[src/rtl/stump_pkg.sv]
// ============================================================================
// Module  : stump_pkg
// Brief   : Shared defaults, FSM state type and PC-index helper for the
//           Stump register bank.
// Revision: 1.0
// ============================================================================
`default_nettype none

package stump_pkg;

    localparam int c_DEF_DATA_W = 16;
    localparam int c_DEF_ADDR_W = 3;

    typedef enum logic [0:0] {
        CLEAR = 1'b0,
        READY = 1'b1
    } rf_state_t;

    // The PC lives in the highest-numbered register of the bank.
    function automatic int pc_index(input int addr_w);
        return (1 << addr_w) - 1;
    endfunction

endpackage

`default_nettype wire

[src/rtl/stump_scoreboard.sv]
// ============================================================================
// Module  : stump_scoreboard
// Brief   : Per-register pending bits with issue-set / write-back-clear and
//           busy lookup for two read ports.
// Revision: 1.0
// ============================================================================
`default_nettype none

module stump_scoreboard #(
    parameter int ADDR_W = 3,
    parameter int BYPASS = 1
) (
    input  logic              clk,
    input  logic              rst,
    input  logic              i_ready,
    input  logic              i_issue_en,
    input  logic [ADDR_W-1:0] i_issue_addr,
    input  logic              i_write_en,
    input  logic [ADDR_W-1:0] i_write_addr,
    input  logic [ADDR_W-1:0] i_read_addr_a,
    input  logic [ADDR_W-1:0] i_read_addr_b,
    output logic              o_busy_a,
    output logic              o_busy_b
);

    localparam int NREGS = 1 << ADDR_W;

    logic [NREGS-1:0] r_pending;
    logic             w_fwd_a;
    logic             w_fwd_b;

    // Set is applied after clear so a same-cycle issue to the same register wins.
    always_ff @(posedge clk) begin
        if (rst) begin
            r_pending <= '0;
        end else if (i_ready) begin
            if (i_write_en) begin
                r_pending[i_write_addr] <= 1'b0;
            end
            if (i_issue_en && (i_issue_addr != '0)) begin
                r_pending[i_issue_addr] <= 1'b1;
            end
        end
    end

    assign w_fwd_a  = (BYPASS != 0) && i_ready && i_write_en && (i_write_addr == i_read_addr_a);
    assign w_fwd_b  = (BYPASS != 0) && i_ready && i_write_en && (i_write_addr == i_read_addr_b);
    assign o_busy_a = r_pending[i_read_addr_a] & ~w_fwd_a;
    assign o_busy_b = r_pending[i_read_addr_b] & ~w_fwd_b;

endmodule

`default_nettype wire

[src/rtl/stump_regfile_sb.sv]
// ============================================================================
// Module  : stump_regfile_sb
// Brief   : Stump register bank with post-reset clear sequencer, optional
//           write-to-read bypass and RAW-hazard scoreboard.
// Revision: 1.0
// ============================================================================
`default_nettype none

module stump_regfile_sb
    import stump_pkg::*;
#(
    parameter int DATA_W = c_DEF_DATA_W,
    parameter int ADDR_W = c_DEF_ADDR_W,
    parameter int BYPASS = 1
) (
    input  logic              clk,
    input  logic              rst,
    output logic              init_done,
    output logic [DATA_W-1:0] pc,
    input  logic              write_en,
    input  logic [ADDR_W-1:0] write_addr,
    input  logic [DATA_W-1:0] write_data,
    input  logic              issue_en,
    input  logic [ADDR_W-1:0] issue_addr,
    input  logic [ADDR_W-1:0] read_addr_a,
    input  logic [ADDR_W-1:0] read_addr_b,
    input  logic [ADDR_W-1:0] read_addr_c,
    output logic [DATA_W-1:0] read_data_a,
    output logic [DATA_W-1:0] read_data_b,
    output logic [DATA_W-1:0] read_data_c,
    output logic              busy_a,
    output logic              busy_b
);

    localparam int                NREGS      = 1 << ADDR_W;
    localparam int                PC_IDX     = pc_index(ADDR_W);
    localparam logic [ADDR_W-1:0] c_CNT_ONE  = ADDR_W'(1);
    localparam logic [ADDR_W-1:0] c_CNT_LAST = ADDR_W'(NREGS - 2);

    rf_state_t         r_state;
    logic [ADDR_W-1:0] r_cnt;
    logic              r_init_done;
    logic [DATA_W-1:0] r_regs [NREGS];

    logic              w_ready;
    logic              w_wr;
    logic [ADDR_W-1:0] w_raddr [3];

    assign w_ready = (r_state == READY);
    assign w_wr    = w_ready & write_en;

    // PC is zeroed by reset itself; the sequencer only walks r1..r(NREGS-2),
    // so registers it has not reached yet keep their previous contents.
    always_ff @(posedge clk) begin
        if (rst) begin
            r_state        <= CLEAR;
            r_cnt          <= c_CNT_ONE;
            r_init_done    <= 1'b0;
            r_regs[0]      <= '0;
            r_regs[PC_IDX] <= '0;
        end else begin
            case (r_state)
                CLEAR: begin
                    r_regs[r_cnt] <= '0;
                    r_cnt         <= r_cnt + c_CNT_ONE;
                    if (r_cnt == c_CNT_LAST) begin
                        r_state     <= READY;
                        r_init_done <= 1'b1;
                    end
                end
                READY: begin
                    if (write_en && (write_addr != '0)) begin
                        r_regs[write_addr] <= write_data;
                    end
                end
                default: begin
                    r_state     <= CLEAR;
                    r_init_done <= 1'b0;
                end
            endcase
        end
    end

    assign w_raddr[0] = read_addr_a;
    assign w_raddr[1] = read_addr_b;
    assign w_raddr[2] = read_addr_c;

    for (genvar gi = 0; gi < 3; gi++) begin : g_rd
        logic [DATA_W-1:0] w_rd;
        always_comb begin
            w_rd = '0;
            if (w_ready && (w_raddr[gi] != '0)) begin
                if ((BYPASS != 0) && w_wr && (write_addr == w_raddr[gi])) begin
                    w_rd = write_data;
                end else begin
                    w_rd = r_regs[w_raddr[gi]];
                end
            end
        end
    end

    assign read_data_a = g_rd[0].w_rd;
    assign read_data_b = g_rd[1].w_rd;
    assign read_data_c = g_rd[2].w_rd;
    assign pc          = r_regs[PC_IDX];
    assign init_done   = r_init_done;

    stump_scoreboard #(
        .ADDR_W (ADDR_W),
        .BYPASS (BYPASS)
    ) u_sb (
        .clk           (clk),
        .rst           (rst),
        .i_ready       (w_ready),
        .i_issue_en    (issue_en),
        .i_issue_addr  (issue_addr),
        .i_write_en    (write_en),
        .i_write_addr  (write_addr),
        .i_read_addr_a (read_addr_a),
        .i_read_addr_b (read_addr_b),
        .o_busy_a      (busy_a),
        .o_busy_b      (busy_b)
    );

endmodule

`default_nettype wire

[config.mk]
export PLATFORM = sky130hd
export DESIGN_NAME = stump_regfile_sb
export DESIGN_NICKNAME = d
export VERILOG_FILES = /design/src/rtl/stump_pkg.sv /design/src/rtl/stump_scoreboard.sv /design/src/rtl/stump_regfile_sb.sv
export SDC_FILE = /design/constraint.sdc
export NUM_CORES = 1
export LEC_CHECK = 0
export ABC_CLOCK_PERIOD_IN_PS = 4900
export BUFFER_PORTS_ARGS = -buffer_cell sky130_fd_sc_hd__buf_4
export CAP_MARGIN = 5
export CORE_MARGIN = 2
export CORE_UTILIZATION = 55
export DETAILED_ROUTE_END_ITERATION = 12
export GPL_TIMING_DRIVEN = 0
export MAX_ROUTING_LAYER = met4
export PLACE_DENSITY = 0.76
export SYNTH_ARGS = -nofsm -noshare
export SYNTH_HDL_FRONTEND = slang
export SYNTH_SLANG_ARGS = --single-unit
[constraint.sdc]
create_clock -name clk -period 4.9 [get_ports clk]
set_input_delay 0.735 -clock clk [delete_from_list [all_inputs] [get_ports clk]]
set_output_delay 0.735 -clock clk [all_outputs]
set_load 0.01 [all_outputs]
-- Yosys cells after proc, flatten, opt, wreduce, memory -nomap -nowiden
Memories as Yosys holds them, arrays and structs flattened.
Index checks and enable logic that the tools add are counted.
W data, S select, Z words.
- register bits after elaboration: 13
- memory bits (writable): 128
- input bits: 35
- logic and storage cells: 81
- memories: 1
- add/sub/neg operators: 1
- $lt $le $gt $ge: 6
- equality and inequality tests: 4
- multiplexer cells: 35
- bitwise gates (word level): 9
- reductions and logical operators: 21
- memories (memory ; depth ; width ; read ports ; clocked after Yosys merged registers in ; wr ports ; RTL line ; text):
    r_regs ; 8 ; 16 ; 4 ; 0 ; 2 ; stump_regfile_sb.sv:43 ; logic [DATA_W-1:0] r_regs [NREGS];
- operator list (operator ; number):
    $mux W16 ; 8
    $mux W8 ; 4
    $reduce_or A16 Y1 ; 2
    $mux W1 ; 17
    $lt A3 B4 Y1 const B ; 4
    $reduce_bool A3 Y1 ; 5
    $logic_and A1 B1 Y1 ; 13
    $eq A3 B3 Y1 ; 3
    $and A8 B8 Y8 ; 1
    $not A8 Y8 ; 1
    $or A8 B8 Y8 ; 1
    $bmux W1 S3 ; 2
    $demux W1 S3 ; 2
    $ge A3 B1 Y1 const B ; 2
    $mux W3 ; 2
    $add A3 B1 Y3 const B ; 1
    $and A1 B1 Y1 ; 3
    $eq A3 B3 Y1 const B ; 1
    $not A1 Y1 ; 3
    $reduce_and A2 Y1 ; 1

-- Logic depth before layout (Yosys ltp)
Gate-level depths: netlist (run 1).
- word-level depth: 11
- mapped depth: 7
- gate-level depth less buffers: 5

-- By module
A second synthesis (run 1) with hierarchy kept.
- cell total of the unflattened synthesis: 715
- area, all modules: 9185.1 µm²
- modules (own cells, without submodules) (module ; times used ; cells each ; area an instance (µm²)):
    stump_regfile_sb ; 1 ; 641 ; 8602.0
    stump_scoreboard ; 1 ; 74 ; 583.1

-- Least setup slack after synthesis (run 1)
OpenSTA, ideal clock, no wires.
- path type: input -> register
- from: in write_addr[1]
- to: mem r_regs[3][0] (netlist bit) (enable)
- library setup time: 0.413 ns
- arrival time: 2.462 ns
- slack: 2.025 ns
- cell stages on the path: 4
- path buffers: 1
- cell sequence: buf_6 nand3_1 a21oi_1 nor3b_1
- RTL lines (element ; RTL line ; text):
    start: declaration ; stump_regfile_sb.sv:21 ; input logic [ADDR_W-1:0] write_addr,
    end: declaration ; stump_regfile_sb.sv:43 ;

-- Worst setup path in the final report (run 1)
- from: in read_addr_c[0]
- to: out read_data_c[11]
- word-level cells in the longest chain between the ends: 4
- elaborated cells between the ends (all ways): 7
- ends and longest elaborated chain (element ; RTL line ; text):
    start: declaration ; stump_regfile_sb.sv:27 ; input logic [ADDR_W-1:0] read_addr_c,
    parallel branches: the longest is 3 deep, another holds $mem_v2 Z8 W16 ; n/a ;
    $mux W16 (*) ; stump_regfile_sb.sv:92 ; if (w_ready && (w_raddr[gi] != '0)) begin
    end: declaration ; stump_regfile_sb.sv:30 ; output logic [DATA_W-1:0] read_data_c,
Every way passes the cells marked *.

==> summary.txt, run 1 <==
critical path class: in2out
CTS Sinks: 141
CP top delay family: buffers and inverters
top cells by area, synth: edfxtp_1, mux4_2, mux2i_1, dfxtp_1, a211oi_1
top cells by count, synth: edfxtp_1, mux2i_1, nor2_1
DP HPWL: 19.85 mm
reg2reg end: r_regs[5][15]
net switching power: 822.3 uW
cell mode on critical path: buf_4
Logic pwr share: 14.4%
gr usage total: 37.28%
r2r setup slk: 2.40 ns
Critical Path Start: read_addr_c[0]
critical-path cell list: buf_4, buf_6, xnor2_1, nand4_2, dlymetal6s2s_1, nor2_1, nor3_1, buf_4
TritonCTS Buffers: 17
routed wire length: 29.58 mm
Hold Crit Depth: 2
Hold WC Path Type: reg2reg
DR vias/cell: 7.112
Tmin final: 3.385 ns
Hold Buf Count CTS: 0
status: complete, no violations
count leader, synth: edfxtp_1
area of the die: 16740 um2
Die X: 129.4 um
Filler cells: 1082
Final Setup Violations: 0
Clk pwr share: 41.2%
total power: 3104 uW
critical-path maximum fanout: 10
Fin. Hold Viols: 0
Gate Count Post-Synth: 708
Pre-antenna DRT Iters: 5
Max IR drop VDD: 0.0001775 V
clk_lat worst skew: 0.43 ns
Yosys top cell by area: edfxtp_1
drt wl/cell: 28.01 um
Critical Path Start Type: primary input
CP max stage cell: dlymetal6s2s_1
crit end category: primary output
max_slew headroom: 29.08%
Die H: 129.4 um
Final #Nets: 869
CTS tree: done
first-pass GRT wire length: 43.53 mm
initial antenna violation count: 0
routability cong.: 0.9294
Clock transition at path regs: 0.06 ns
DR vias: 7510
Initial Utilization: 56.66%
pre-CTS WS: 1.626 ns
core area: 15260 um2
Required @ worst endpoint: 4.16 ns
sequential share of power: 44.3%
Post-Syn Area: 8646 um2
Max-Cap Viols: 0
top-area cell type share of the netlist area: 38.90%
Net Sw Frac: 26.49%
Worst Max-Slew Pin Slew: 1.058 ns
Pwr per Cell Area: 298.9 nW/um2
setup ws final: 1.515 ns
ys async rst share: 0%
reg2reg path depth: 8
Area Growth Syn to Fin: 20.12%
clk_skew: 0.005893 ns
Cell Int Power: 2282 uW
layout cells sized above 1: 30.53%
vias in the first global route: 7449
1st-iter DRT viols: 1206
RSZ-0062 raised after global routing: false
Slew Viols, Final: 0
total gr overflow: 0
fmax: 0.2954 GHz
mean post-synth cell area: 12.21 um2
remaining antenna violation count: 0
WP buf/inv: 4
# port buffers: 96
num ports: 102
Critical path destination: read_data_c[11]
setup_tns: 0 ns
Critical Path AT: 2.65 ns
Critical Path Stages: 8
CTS resizes: 0
Yosys cell types: 47
Root Driver: clkbuf_16
Seq/Total Area, Yosys: 45.62%
multi-input gate area in the final layout: 4255 um2
Max stage delay on crit path: 0.63 ns
final core occ: 68.06%
DRC violations left: 0
Synth Flop Type: edfxtp_1
H-tree levels: 4
Worst R2R Start: r_state
EDFF count, synth: 112
Post-CTS Setup Bufs: 0
# diodes: 0
Leak Pwr: 0.003965 uW
synthesis warning total: 0
worst-case clock buffer depth: 2
FF+latch count, synth: 141
final worst path period share: 69.09%
largest net degree at the start of global routing: 17
Rows: 45
FF+latch area: 3944 um2
Net Count, Synth: 745
## how the worst min path moves through the flow
stage	start	endpoint	slack, ns
after floorplan	u_sb.r_pending[0]	u_sb.r_pending[0]	0.43
after global placement	u_sb.r_pending[0]	u_sb.r_pending[0]	0.46
after detailed placement	init_done	init_done	0.48
after CTS	init_done	init_done	0.49
after global routing	u_sb.r_pending[4]	u_sb.r_pending[4]	0.52
final	init_done	init_done	0.49
## flip-flops by register name, indices dropped and copies added (netlist names)
register,flops
init_done,1
r_regs,128
r_cnt,3
u_sb.r_pending,8
r_state,1
## through the flow
stage / cell area [um2] / hold slack [ns] / instances
3_5_place_dp: 9801 / 0.4783 / 1024
4_1_cts: 10390 / 0.4925 / 1056
2_1_floorplan: 8646 / 0.4349 / 708
3_3_place_gp: 9630 / 0.4553 / 1015
6_report: 10390 / 0.4852 / 1056
5_1_grt: 10390 / 0.5153 / 1056
## kinds of logic (layout without fill, tap and decap cells)
group,Yosys count,in the layout,share of synthesized area (%)
AND/OR/NAND/NOR,200,200,11.27
multiplexers,150,150,25.67
flip-flops,141,141,45.62
AO/OA/AOI/OAI,136,136,10.58
buffers and inverters,68,205,5.456
XOR/XNOR,11,11,1.114
adder cells (fa/ha/maj),2,2,0.2894
## layout make-up
| type | count | share of cell area [%] |
|---|---|---|
| repair buffers | 105 | 8.337 |
| clock buffers | 18 | 4.229 |
| multi-input cells | 499 | 40.98 |
| well taps | 211 | 2.542 |
| clock inverters | 14 | 1.398 |
| plain buffers | 65 | 4.434 |
| flip-flops and latches | 141 | 37.98 |
| inverters | 3 | 0.1084 |
## worst reg2reg max path, cell delays in order, from the launching register on
cell	delay (ns)
dfxtp_1	0.36
buf_2	0.27
buf_2	0.27
nand3_1	0.12
nand2_1	0.08
nand2_1	0.11
nor3_2	0.57
buf_6	0.24
buf_6	0.17
## routing by layer
layer  part of all wire (%)  vias to the layer above  GRT usage, %
li1                       -                     3054             -
met1                     35                     3640         46.10
met2                     47                      691         57.74
met3                     13                      125         9.207
met4                    4.6                        0         18.22
met5                      0                        -             -
## layout by cell type (no fill, tap or decap), drive strengths merged, types with 10 or more instances in the layout
master	instances
nand3	22
buf	162
a21oi	27
clkbuf	25
nor2	62
o22ai	46
xnor2	10
dfxtp	29
and2	17
mux2i	95
nand2	27
edfxtp	112
mux4	55
a211oi	48
nor3	47
## power groups by stage
stage                     registers, uW  clock network [uW]  logic (uW)
after floorplan                    1390                   0         275
after global placement             1390                   0         400
after detailed placement           1400                   0         435
after CTS                          1370                1280         437
after global routing               1380                1320         468
final                              1380                1280         449
Power figures use the tool's default switching activity.
==> run 2: changes to the inputs <==
--- a/config.mk
+++ b/config.mk
@@ -5,15 +5,15 @@
 export SDC_FILE = /design/constraint.sdc
 export NUM_CORES = 1
 export LEC_CHECK = 0
-export ABC_CLOCK_PERIOD_IN_PS = 4900
+export ABC_CLOCK_PERIOD_IN_PS = 2960
 export BUFFER_PORTS_ARGS = -buffer_cell sky130_fd_sc_hd__buf_4
 export CAP_MARGIN = 5
 export CORE_MARGIN = 2
-export CORE_UTILIZATION = 55
+export CORE_UTILIZATION = 54
 export DETAILED_ROUTE_END_ITERATION = 12
 export GPL_TIMING_DRIVEN = 0
 export MAX_ROUTING_LAYER = met4
-export PLACE_DENSITY = 0.76
+export PLACE_DENSITY = 0.78
 export SYNTH_ARGS = -nofsm -noshare
 export SYNTH_HDL_FRONTEND = slang
 export SYNTH_SLANG_ARGS = --single-unit
==> constraint.sdc (replaced) <==
create_clock -name clk -period 2.96 [get_ports clk]
set_input_delay 0.444 -clock clk [delete_from_list [all_inputs] [get_ports clk]]
set_output_delay 0.444 -clock clk [all_outputs]
set_load 0.01 [all_outputs]
==> summary.txt, run 2 (synthesis results as in run 1) <==
DP HPWL: 20.07 mm (+1.1%)
CTS tree: done
final worst path period share: 97.53%
# diodes: 0 (unchanged)
Filler cells: 1176 (+8.7%)
commonest cells after routing, fill and taps aside: buf_4, edfxtp_1, mux2i_1, nor2_1, mux4_2
Cell Area, Placed: 9807 um2 (about the same)
post-route insts no fill: 1062 (+0.57%)
Leak Pwr: 0.004041 uW (+1.9%)
DRC violations left: 0 (unchanged)
Pre-antenna DRT Iters: 5 (unchanged)
drt wl/cell: 28.51 um (+1.8%)
Die X: 130.5 um (+0.90%)
area of the die: 17040 um2 (+1.8%)
Rows: 46 (+2.2%)
layout cells sized above 1: 30.73% (+0.20 points)
1st-iter DRT viols: 1027 (-15%)
critical-path maximum fanout: 10 (unchanged)
Die H: 130.5 um (+0.90%)
reg2reg path depth: 5 (-3)
first-pass GRT wire length: 44.35 mm (+1.9%)
max reg flops: 128 (unchanged)
pre-CTS WS: 0.2503 ns (-1.376 ns)
Final Setup Violations: 0 (unchanged)
CTS Sinks: 141 (unchanged)
max_slew headroom: 27.33% (-1.8 points)
crit end category: primary output
Max-Cap Viols: 0 (unchanged)
Initial Utilization: 54.82% (-1.8 points)
routed wire length: 30.28 mm (+2.4%)
H-tree levels: 4 (unchanged)
Max IR drop VDD: 0.0003488 V (+97%)
number of instances in the placed design: 1029 (+0.49%)
Critical Path AT: 2.44 ns (-0.21 ns)
DR vias/cell: 7.141 (+0.41%)
status: complete, no violations
Design Area, Final: 10490 um2 (+1.0%)
routability cong.: 0.9080 (-2.3%)
core area: 15770 um2 (+3.4%)
remaining antenna violation count: 0 (unchanged)
largest net degree at the start of global routing: 17 (unchanged)
Slew Viols, Final: 0 (unchanged)
Hold Buf Count CTS: 0 (unchanged)
vias in the first global route: 7573 (+1.7%)
Tmin final: 2.887 ns
TritonCTS Buffers: 17 (unchanged)
gr usage total: 37.47% (+0.19 points)
Root Driver: clkbuf_16
Fin. Hold Viols: 0 (unchanged)
RSZ-0062 raised after global routing: false
Worst Max-Slew Pin Slew: 1.085 ns (+0.02726 ns)
Critical Path Start Type: flop
Hold Crit Depth: 3 (+1)
fmax: 0.3464 GHz
Area Growth Syn to Fin: 21.37%
Required @ worst endpoint: 2.52 ns (-1.64 ns)
setup ws final: 0.07314 ns (-1.442 ns)
Final #Nets: 870 (+0.12%)
clk_lat worst skew: 0.44 ns (about the same)
initial antenna violation count: 0 (unchanged)
# port buffers: 96 (unchanged)
setup_tns: 0 ns (unchanged)
Most flops, register: r_regs
top flop regs: r_regs: 128 flops, u_sb.r_pending: 8 flops, r_cnt: 3 flops
Clock transition at path regs: 0.06 ns (about the same)
critical path class: reg2out
total gr overflow: 0 (unchanged)
num ports: 102 (unchanged)
clk_skew: 0.004469 ns (-0.001424 ns)
worst-case clock buffer depth: 2 (unchanged)
DR vias: 7584 (+0.99%)
Hold WC Path Type: in2reg
Pwr per Cell Area: 525.6 nW/um2 (+76%)
==> run 2: cell count changes in the layout (fill, tap and decap cells not counted), sizes merged <==
cell,delta
buf,+1
bufinv,+4
clkbuf,+1
clkinv,-1
clkinvlp,-7
inv,+3
==> run 2: final timing paths <==
| check | start | to | slack [ns] |
|---|---|---|---|
| worst max-delay path | r_state | read_data_c[4] | 0.07 |
| worst min-delay path | write_data[0] | r_regs[7][0] | 0.30 |
| worst max register to register | r_state | r_regs[3][7] | 0.28 |
| worst min register to register | u_sb.r_pending[0] | u_sb.r_pending[0] | 0.49 |
==> run 2: where the power goes <==
group | internal (uW) | total (uW) | switching [uW]
sequential | 2220 | 2280 | 60.7
clock | 1610 | 2480 | 871
combinational | 307 | 757 | 450
==> run 2: metrics by stage <==
| step | power, uW | hold WS (ns) | utilization [%] |
|---|---|---|---|
| detailed placement | 3040 | 0.4656 | 62.19 |
| finish | 5516 | 0.2958 | 66.54 |
| global route | 5609 | 0.3140 | 66.54 |
| global placement | 2977 | 0.4491 | 61.11 |
| CTS | 5470 | 0.2982 | 66.49 |
| floorplan | 2754 | 0.4349 | - |
==> run 2: worst max-delay path, cell delays in order, from the launching register on <==
cell and delay, ns:
dfxtp_1 0.34, and2_1 0.15, buf_2 0.17, nand4_2 0.27, dlymetal6s2s_1 0.53, nor2_1 0.08
nor3_1 0.29, buf_4 0.19
==> run 2: layer usage <==
metal / vias to the layer above / GRT usage, % / share of wire (%)
li1: 3057 / - / -
met5: - / - / 0
met4: 0 / 18.27 / 4.0
met3: 130 / 9.731 / 12
met2: 731 / 58.61 / 48
met1: 3666 / 45.62 / 36
==> run 2: layout make-up <==
cell class	instances	area, um2	area share [%]
clock inverters	13	235.2	2.242
well taps	216	270.3	2.575
repair buffers	106	873.3	8.322
plain buffers	65	461.7	4.400
flip-flops and latches	141	3944	37.58
clock buffers	19	442.9	4.221
inverters	3	11.26	0.1073
multi-input cells	499	4255	40.55
==> run 2: repair_timing <==
action | 4_1_cts | 5_1_grt
resized for setup | 0 | 2
hold endpoints to repair | 0 | 0
setup endpoints to repair | 0 | 7
buffers inserted | 0 | 1
==> run 3: changes to the inputs <==
--- a/config.mk
+++ b/config.mk
@@ -8,12 +8,15 @@
 export ABC_CLOCK_PERIOD_IN_PS = 2960
 export BUFFER_PORTS_ARGS = -buffer_cell sky130_fd_sc_hd__buf_4
 export CAP_MARGIN = 5
+export CELL_PAD_IN_SITES_DETAIL_PLACEMENT = 1
+export CELL_PAD_IN_SITES_GLOBAL_PLACEMENT = 1
 export CORE_MARGIN = 2
-export CORE_UTILIZATION = 54
+export CORE_UTILIZATION = 43
 export DETAILED_ROUTE_END_ITERATION = 12
 export GPL_TIMING_DRIVEN = 0
 export MAX_ROUTING_LAYER = met4
-export PLACE_DENSITY = 0.78
+export PLACE_DENSITY = 0.76
+export SLEW_MARGIN = 20
 export SYNTH_ARGS = -nofsm -noshare
 export SYNTH_HDL_FRONTEND = slang
 export SYNTH_SLANG_ARGS = --single-unit
==> summary.txt, run 3 (synthesis results as in run 1) <==
Logic pwr share: 14.3% (+0.6 points)
final worst path period share: 97.34% (-0.19 points)
max_slew headroom: 42.15% (+15 points)
gr usage total: 31.95% (-5.5 points)
clk_lat worst skew: 0.44 ns (about the same)
Fin. Hold Viols: 0 (unchanged)
vias in the first global route: 7825 (+3.3%)
Hold WC Path Type: in2reg
H-tree levels: 4 (unchanged)
sequential share of power: 43.4% (+2.1 points)
# diodes: 0 (unchanged)
Rows: 51 (+11%)
# port buffers: 96 (unchanged)
largest net degree at the start of global routing: 17 (unchanged)
Net Sw Frac: 26.86% (+1.8 points)
Max stage delay on crit path: 0.64 ns (+0.11 ns)
crit end category: primary output
core area: 19590 um2 (+24%)
Final Setup Violations: 0 (unchanged)
RSZ-0062 raised after global routing: false
Die H: 145.8 um (+12%)
total gr overflow: 0 (unchanged)
top flop regs: r_regs: 128 flops, u_sb.r_pending: 8 flops, r_cnt: 3 flops
1st-iter DRT viols: 685 (-33%)
setup_tns: 0 ns (unchanged)
Clk pwr share: 42.2% (-2.8 points)
Slew Viols, Final: 0 (unchanged)
DR vias/cell: 6.581 (-7.8%)
Most flops, register: r_regs
Initial Utilization: 44.13% (-11 points)
remaining antenna violation count: 0 (unchanged)
commonest non-fill, non-tap cell in the layout: buf_4
layout cells sized above 1: 30.70% (-0.036 points)
fmax: 0.3471 GHz (+0.20%)
status: complete, no violations
Area Growth Syn to Fin: 20.69%
routed wire length: 32.72 mm (+8.1%)
Cell Int Power: 3843 uW (-7.1%)
Pwr per Cell Area: 503.5 nW/um2 (-4.2%)
routability cong.: 0.8995 (-0.94%)
net switching power: 1411 uW (+2.1%)
critical-path maximum fanout: 10 (unchanged)
Root Driver: clkbuf_16
CP max stage cell: dlymetal6s2s_1
Leak Pwr: 0.003986 uW (-1.4%)
Pre-antenna DRT Iters: 5 (unchanged)
setup ws final: 0.07887 ns (+0.005732 ns)
Clock transition at path regs: 0.06 ns (about the same)
CTS tree: done
DR vias: 7318 (-3.5%)
Critical Path AT: 2.44 ns (about the same)
DRC violations left: 0 (unchanged)
DP HPWL: 22.46 mm (+12%)
first-pass GRT wire length: 48.51 mm (+9.4%)
TritonCTS Buffers: 17 (unchanged)
clk_skew: 0.009210 ns (+0.004741 ns)
pre-CTS WS: 0.1940 ns (-0.05635 ns)
drt wl/cell: 29.42 um (+3.2%)
Critical Path Start Type: flop
worst-case clock buffer depth: 2 (unchanged)
num ports: 102 (unchanged)
initial antenna violation count: 0 (unchanged)
Tmin final: 2.881 ns (-0.005732 ns)
critical-path cell list: and2_1, buf_2, nand4_2, dlymetal6s2s_1, nor2_1, nor3_1, buf_4
area of the die: 21260 um2 (+25%)
commonest cells after routing, fill and taps aside: buf_4, edfxtp_1, mux2i_1, nor2_1, mux4_2
critical path class: reg2out
Final #Nets: 871 (+0.11%)
Max-Cap Viols: 0 (unchanged)
Max IR drop VDD: 0.0004433 V (+27%)
CTS Sinks: 141 (unchanged)
Die X: 145.8 um (+12%)
total power: 5254 uW (-4.8%)
Required @ worst endpoint: 2.52 ns (about the same)
Worst Max-Slew Pin Slew: 0.8677 ns (-0.2176 ns)
max reg flops: 128 (unchanged)
## run 3: cell count changes in the layout (fill, tap and decap cells not counted)
cell / change
inv_6: -3
clkinv_4: +4
clkinv_2: +1
clkinvlp_4: +1
buf_6: -1
clkbuf_8: -1
nor2_4: +2
clkbuf_1: +1
nor2_2: -2
bufinv_16: -3
buf_16: -2
buf_8: -2
buf_4: +6
## run 3: critical path, delay by kind of cell (launching register included)
| kind | cells | cell delay, ns |
|---|---|---|
| buf+inv | 3 | 0.98 |
| flops | 1 | 0.33 |
| simple gates | 4 | 0.68 |
## run 3: cell type report
class                   instances  area, um2
fillers                      2049       9155
multi-input cells             499       4265
plain buffers                  65      461.7
well taps                     265      331.6
clock buffers                  19      432.9
repair buffers                107      822.0
clock inverters                13      166.4
flip-flops and latches        141       3944
inverters                       3      11.26
## run 3: routing by layer
metal	global-route usage [%]	up-vias	routed length, um
li1	-	3055	-
met1	38.05	3676	12210
met2	51.58	466	15910
met3	5.580	121	2799
met4	17.75	0	1799
met5	-	-	0
## run 3: metrics by stage
stage	cells	utilization (%)	hold slack (ns)	area (um2)
floorplan	708	-	0.4349	8646
global placement	1069	49.50	0.4565	9698
detailed placement	1077	50.09	0.4621	9812
CTS	1109	53.15	0.2916	10410
global route	1112	53.27	0.3137	10440
finish	1112	53.27	0.2911	10440
## run 3: final timing paths
kind,from,endpoint,slack (ns),depth (start not counted)
max reg2reg,r_state,r_regs[5][8],0.31,8
min reg2reg,u_sb.r_pending[0],u_sb.r_pending[0],0.47,1
min,rst,r_cnt[0],0.29,3
max,r_state,read_data_c[4],0.08,7
## run 3: repair_timing
action	in CTS	in global routing
setup buffers	0	3
resized for setup	0	2
setup endpoints to repair	0	2
hold buffers	0	0
endpoints found under the hold margin	0	0
## run 3: power groups by stage
| stage | clock network (uW) | registers, uW | logic, uW |
|---|---|---|---|
| final | 2220 | 2280 | 754 |
| after global routing | 2290 | 2290 | 787 |
| after CTS | 2210 | 2280 | 742 |
| after detailed placement | 0 | 2320 | 733 |
| after global placement | 0 | 2310 | 675 |
| after floorplan | 0 | 2300 | 456 |
